## config.mk

```make
export PLATFORM = sky130hd
export DESIGN_NAME = serializer
export DESIGN_NICKNAME = d
export VERILOG_FILES = /design/src/rtl/serializer.sv
export SDC_FILE = /design/constraint.sdc
export NUM_CORES = 1
export LEC_CHECK = 0
export CORE_MARGIN = 2
export CORE_UTILIZATION = 50
export DETAILED_ROUTE_END_ITERATION = 10
export HOLD_SLACK_MARGIN = 0.05
export PLACE_DENSITY = 0.84
export REMOVE_ABC_BUFFERS = 1
export SYNTH_ARGS = -nofsm -noshare
export SYNTH_HDL_FRONTEND = slang
export SYNTH_SLANG_ARGS = --single-unit
```

## constraint.sdc

```tcl
create_clock -name i_clk -period 1.75 [get_ports i_clk]
set_input_delay 0.35 -clock i_clk [delete_from_list [all_inputs] [get_ports i_clk]]
set_output_delay 0.35 -clock i_clk [all_outputs]
set_load 0.01 [all_outputs]
```

## src/rtl/serializer.sv

```systemverilog
// Parallel-to-serial transmit stage: LSB-first word output with a one-word holding
// buffer so that consecutive words leave back-to-back, and a last-bit flag for the receiver.
//
// state   | meaning
// S_IDLE  | nothing shifting; loads the held word on the next enabled edge
// S_SHIFT | word in shreg_q is going out, one bit per enabled edge
module serializer #(
  parameter int LENGTH = 24
) (
  input  logic              i_clk,
  input  logic              i_rst_n,
  input  logic              i_en,
  input  logic [LENGTH-1:0] iv_din,
  input  logic              i_din_valid,
  output logic              o_din_ready,
  output logic              o_dout,
  output logic              o_dout_valid,
  output logic              o_dout_last,
  output logic              o_busy
);

  localparam int CW = (LENGTH > 2) ? $clog2(LENGTH) : 1;
  localparam logic [CW-1:0] CNT_LAST = CW'(LENGTH - 1);

  localparam logic [0:0] S_IDLE  = 1'b0;
  localparam logic [0:0] S_SHIFT = 1'b1;

  logic [0:0]        state_q, state_d;
  logic [LENGTH-1:0] buf_q, buf_d;
  logic              buf_full_q, buf_full_d;
  logic              ready_q, ready_d;
  logic [LENGTH-1:0] shreg_q, shreg_d;
  logic [CW-1:0]     cnt_q, cnt_d;
  logic              dout_q, dout_d;
  logic              dout_valid_q, dout_valid_d;
  logic              dout_last_q, dout_last_d;
  logic              accept;
  logic              drain;

  // The handshake runs on every edge; everything on the bit side waits for i_en.
  assign accept = i_din_valid & ready_q;

  always_comb begin
    state_d      = state_q;
    shreg_d      = shreg_q;
    cnt_d        = cnt_q;
    dout_d       = dout_q;
    dout_valid_d = dout_valid_q;
    dout_last_d  = dout_last_q;
    drain        = 1'b0;

    if (i_en) begin
      if (state_q == S_IDLE) begin
        dout_d       = 1'b0;
        dout_valid_d = 1'b0;
        dout_last_d  = 1'b0;
        if (buf_full_q) begin
          shreg_d = buf_q;
          cnt_d   = '0;
          state_d = S_SHIFT;
          drain   = 1'b1;
        end
      end else begin
        dout_d       = shreg_q[0];
        dout_valid_d = 1'b1;
        dout_last_d  = (cnt_q == CNT_LAST);
        shreg_d      = shreg_q >> 1;
        cnt_d        = cnt_q + 1'b1;
        if (cnt_q == CNT_LAST) begin
          cnt_d = '0;
          if (buf_full_q) begin
            shreg_d = buf_q;
            drain   = 1'b1;
          end else begin
            state_d = S_IDLE;
          end
        end
      end
    end

    // Accept and drain never coincide: ready is low whenever the buffer is full.
    buf_d      = accept ? iv_din : buf_q;
    buf_full_d = accept ? 1'b1 : (drain ? 1'b0 : buf_full_q);
    ready_d    = ~buf_full_d;
  end

  always_ff @(posedge i_clk or negedge i_rst_n) begin
    if (!i_rst_n) begin
      state_q      <= S_IDLE;
      buf_q        <= '0;
      buf_full_q   <= 1'b0;
      ready_q      <= 1'b0;
      shreg_q      <= '0;
      cnt_q        <= '0;
      dout_q       <= 1'b0;
      dout_valid_q <= 1'b0;
      dout_last_q  <= 1'b0;
    end else begin
      state_q      <= state_d;
      buf_q        <= buf_d;
      buf_full_q   <= buf_full_d;
      ready_q      <= ready_d;
      shreg_q      <= shreg_d;
      cnt_q        <= cnt_d;
      dout_q       <= dout_d;
      dout_valid_q <= dout_valid_d;
      dout_last_q  <= dout_last_d;
    end
  end

  assign o_din_ready  = ready_q;
  assign o_dout       = dout_q;
  assign o_dout_valid = dout_valid_q;
  assign o_dout_last  = dout_last_q;
  assign o_busy       = (state_q == S_SHIFT) | buf_full_q;

endmodule

```

# Word level (Yosys, flattened, before mapping)
# Index checks and enable logic that the tools add are counted.
[word_totals]
input_bits = 28
ram_bits = 0
memories = 0
regBits = 59
elab_cells = 34
latch_bits = 0
out_inout_bits = 5
mem_bits_ro = 0
[op_classes]
shifts = 0
reduce_logical = 2
n_eq_ne = 1
n_bitwise = 3
addsub = 1
muxes = 18
magnitude_cmp = 0
n_mul = 0
div = 0
[ops]
columns = ["cell", "n"]
rows = [
  ["24-bit two-way mux", 4],
  ["5-bit two-way mux", 3],
  ["1-bit two-way mux", 11],
  ["5-bit by 1-bit adder with 5-bit output (second input constant)", 1],
  ["5-bit == test (second input constant)", 1],
  ["2-bit AND reduction", 1],
  ["2-bit nonzero test", 1],
  ["1-bit AND", 1],
  ["1-bit inverter", 1],
  ["1-bit OR", 1],
]

# Depth between registers and ports, before layout
# Gate-level depths: netlist (run 1).
[depth]
word_depth = 7
depth_mapped = 6

# Worst setup path before layout (run 1)
# OpenSTA, ideal clock, no wires.
[synth_path]
path_kind = "reg2reg"
start = "register cnt_q[0]"
end = "register shreg_q[0]"
path_slack_ns = 0.251
t_arrival_ns = 1.376
setup_ns = 0.123
path_buffers = 1
t_required_ns = 1.627
period_less_slack_ns = 1.499
path_stages_with_launch = 6
cell_sequence = "dfrtp_1 ha_1 and4b_4 a21o_1 buf_4 o221a_1"
[synth_via]
elab_chain_len = 3
[synth_lines]
columns = ["item", "line_no", "text"]
rows = [
  ["start, declared", "33", "logic [CW-1:0] cnt_q, cnt_d;"],
  ["start signal, assigned", "104", "cnt_q <= cnt_d;"],
  ["5-bit == test", "69", "if (cnt_q == CNT_LAST) begin"],
  ["24-bit two-way mux", "69", ""],
  ["24-bit two-way mux", "53", "if (state_q == S_IDLE) begin"],
  ["end signal, assigned", "103", "shreg_q <= shreg_d;"],
  ["end, declared", "32", "logic [LENGTH-1:0] shreg_q, shreg_d;"],
]
# Every way passes these cells.
# A chain may end at the register's enable or synchronous reset.

# Worst setup path in the final report (run 1)
[layout_path]
start = "register cnt_q[0]"
end = "register buf_full_q"
[layout_via]
elab_chain_len = 6
[layout_lines]
columns = ["item", "line_no", "text"]
rows = [
  ["5-bit == test", "69", ""],
  ["1-bit two-way mux", "69", ""],
  ["1-bit two-way mux", "53", ""],
  ["1-bit two-way mux", "52", "if (i_en) begin"],
  ["1-bit two-way mux (2 in series)", "83", "buf_full_d = accept ? 1'b1 : (drain ? 1'b0 : buf_full_q);"],
  ["via buf_full_d", "30", "logic buf_full_q, buf_full_d;"],
  ["end signal, assigned", "101", "buf_full_q <= buf_full_d;"],
  ["end, declared", "30", ""],
]
# The timed path passes the listed nets, and every way through them passes these cells.

==> results of run 1 <==
-- layout by cell type (no fill, tap or decap), types with 2 or more instances in the layout --
master           synthesis  layout
o21ai_0                  5       5
nand2_1                  7       7
buf_4                    4       7
o221a_1                 10      10
a221o_1                 12      12
clkbuf_8                 0      11
clkdlybuf4s50_1          0      30
dfrtp_1                 59      59
and2_1                  12      12
o21ai_1                  2       2
nand2b_1                12      12
inv_1                    6       6
clkbuf_1                 0       2
nand3_1                  2       2
buf_12                   0       4
mux2_2                  24      24
-- synthesized netlist by cell type --
library cell / count
a21oi_2: 2
mux2_2: 24
o2bb2ai_1: 1
buf_4: 4
and2_1: 12
o21bai_1: 1
a221o_1: 12
nand2b_1: 12
o221a_2: 1
and4b_4: 1
a31oi_1: 1
o221a_1: 10
nand4b_1: 1
o21ai_1: 2
o21ai_0: 5
and4b_1: 1
nand2_1: 7
a22o_1: 1
inv_1: 6
a21oi_1: 1
a21boi_0: 1
a32o_1: 1
nand3_1: 2
buf_6: 3
nand2_2: 1
buf_2: 4
dfrtp_1: 59
a21o_1: 3
o21a_1: 1
ha_1: 1
or4_1: 1
o22ai_1: 1
-- path summary, 6_finish.rpt --
kind | startpoint | endpoint | slack [ps] | cells after the start
setup / recovery | cnt_q[0] | buf_full_q | 80 | 5
hold / removal | buf_q[12] | shreg_q[12] | 490 | 1
setup reg to reg | cnt_q[0] | buf_full_q | 80 | 5
hold reg to reg | buf_q[12] | shreg_q[12] | 490 | 1
max in group asynchronous | i_rst_n | buf_q[12] | 680 | 3
min in group asynchronous | i_rst_n | o_dout_valid | 500 | 2
-- metrics by stage --
stage	power [W]	util
2_1_floorplan	0.00250	-
3_3_place_gp	0.00278	0.614
3_5_place_dp	0.00284	0.614
4_1_cts	0.00408	0.658
5_1_grt	0.00428	0.664
6_report	0.00404	0.664
-- kinds of logic after synthesis --
group | Yosys count
AO/OA/AOI/OAI | 44
adder cells (fa/ha/maj) | 1
buffers and inverters | 17
flip-flops | 59
multiplexers | 24
AND/OR/NAND/NOR | 38
-- routing by layer --
layer,vias to the layer above,wire (µm),global-route usage
li1,758,-,-
met1,815,2100,0.257
met2,36,2250,0.295
met3,9,201,0.0610
met4,0,85,0.0833
met5,-,0,0
-- timing repair --
item / 4_1_cts / 5_1_grt
setup endpoints to repair: 1 / 24
resized for setup: 0 / 5
hold buffers: 1 / 0
endpoints found under the hold margin: 19 / 0
cloned: 0 / 0
buffers inserted: 1 / 1
pin swaps: 0 / 1
-- flip-flops by register name, summed over array words and instances, names as in the netlist --
| name | count |
|---|---|
| buf_q | 24 |
| shreg_q | 24 |
| cnt_q | 5 |
| buf_full_q | 1 |
| o_din_ready | 1 |
| o_dout | 1 |
| o_dout_last | 1 |
| o_dout_valid | 1 |
| state_q | 1 |
-- final cells by class --
type | count | area share
Clock buffer | 13 | 0.0504
Clock inverter | 2 | 0.0111
Inverter | 6 | 0.00714
Multi-Input combinational cell | 107 | 0.291
Sequential cell | 59 | 0.468
Tap cell | 67 | 0.0266
Timing Repair Buffer | 44 | 0.146
-- power breakdown --
part           internal [W]  switching, W  total, W  leakage, nW
clock network      0.000726      0.000501   0.00123       0.0995
logic              0.000508      0.000278  0.000786        0.554
registers           0.00178      0.000253   0.00203        0.710
==> impl_metrics.py, run 1 <==
metrics = {
    "final_layout": {
        "multi_input_area_um2": 918,
        "layout.cells.non_filler": 298,
        "seq_area_um2": 1480,
        "antenna_cells": 0,
        "syn_to_final_growth_pct": 27.0,
        "stdcell_area_um2": 3160,
        "nNetsFinal": 256,
        "fill_cells": 345,
        "final_layout_size_suffix_gt1_frac": 0.242,
    },
    "timing": {
        "slew_violations": 0,
        "setup_viol": 0,
        "relSlewSlack": 0.691,
        "fin_crit_sh": 0.953,
        "max_freq_mhz": 599,
        "fin_skew_ps": 10.3,
        "fin_crit_ps": 1670,
        "fin_hold_ws_ps": 490,
        "hold_violations": 0,
        "setup_tns_ps": 0,
        "layout_setup_ws_ps": 81.5,
        "worstMarginPinSlew_ps": 464,
    },
    "synth": {
        "yosysSeqAreaShare": 0.594,
        "netlist_area_um2": 2480,
        "yosysTopAreaCell": "dfrtp_1",
        "synth_cells": 183,
        "synth_area_per_cell_um2": 13.6,
        "synth_mux_area_frac": 0.109,
        "synth-simple-area-share": 0.0937,
        "yosysWarnings": 0,
        "synthAdderAreaFrac": 0.00504,
        "synth_cell_types": 32,
        "synthTopCellsByArea": "dfrtp_1 (59%), mux2_2 (11%), a221o_1 (4.8%)",
        "synth-seq-cells": 59,
        "synth_compound_area_frac": 0.156,
        "synth_top_area_share": 0.594,
        "synth_xor_area_frac": 0,
        "synth_top_family_by_area": "compound AO/OA/AOI/OAI gates",
    },
    "die": {
        "fp.dieH_um": 74.5,
        "die-area_um2": 5550,
        "start_util": 0.523,
        "io_pins": 33,
        "die_x_um": 74.5,
        "core_um2": 4750,
        "core.rowCount": 25,
    },
    "clock_network": {
        "cts_max_level": 3,
        "clock_latency_ps": 340,
        "numCtsBuffers": 9,
        "cts_max_path_buffers": 2,
        "cts_tree": "built",
        "clkTransAtPathRegs_ps": 70,
        "numClockSinks": 59,
        "cts_root_buffer": "clkbuf_8",
    },
    "detailed_routing": {
        "drc": 0,
        "drt_iter0_drc": 98,
        "vias_per_cell": 5.43,
        "ant_nets": 0,
        "vias": 1618,
        "wl_per_cell_um": 15.6,
        "dr.pass1.iters": 4,
        "routed_wl_um": 4640,
    },
    "placement": {
        "io_buffer_count": 32,
        "hpwlAfterDp_um": 3040,
        "place_inst": 280,
        "dp_slack_ps": -66.9,
        "gp_congestion": 0.766,
        "dpl-instance-area_um2": 2920,
    },
    "critical_path": {
        "cp.required_ps": 1960,
        "arrival_ps": 1880,
        "cpPeakStageDelay_ps": 390,
        "path_delay_family": "compound AO/OA/AOI/OAI gates",
        "critical_path.max_fanout": 6,
        "crit_buf_inv": 1,
        "crit_type": "reg -> reg",
        "path_cells": "ha_1 > nand4b_1 > buf_4 > a21boi_0 > o21ai_0",
        "crit_path_start_kind": "flip-flop",
        "crit_slowest_cell": "dfrtp_1",
        "worstSetupEndpointType": "flip-flop",
    },
    "global_routing": {
        "grt_first_pass_wirelength_um": 7820,
        "grt_remaining_overflow": 0,
        "grt_usage": 0.193,
        "antenna_found_initial": 0,
        "grt_pass1_vias": 1649,
        "grt_max_degree": 41,
    },
    "status": {
        "status": "finished, final reports clean",
    },
    "hold_path": {
        "hp-class": "reg -> reg",
    },
    "flow_run": {
        "cap_violations": 0,
    },
    "pwr": {
        "ir_worst_vdd_v": 0.000786,
        "p_leak_nw": 1.36,
        "p_per_area_nw_per_um2": 1280,
    },
}
Power figures use the tool's default switching activity.
==> run 2: changes to the inputs <==
--- a/config.mk
+++ b/config.mk
@@ -5,6 +5,7 @@
 export SDC_FILE = /design/constraint.sdc
 export NUM_CORES = 1
 export LEC_CHECK = 0
+export CAP_MARGIN = 30
 export CORE_MARGIN = 2
 export CORE_UTILIZATION = 50
 export DETAILED_ROUTE_END_ITERATION = 10
==> results of run 2 <==
No change in the layout: final DEF, timing and power equal those of run 1.
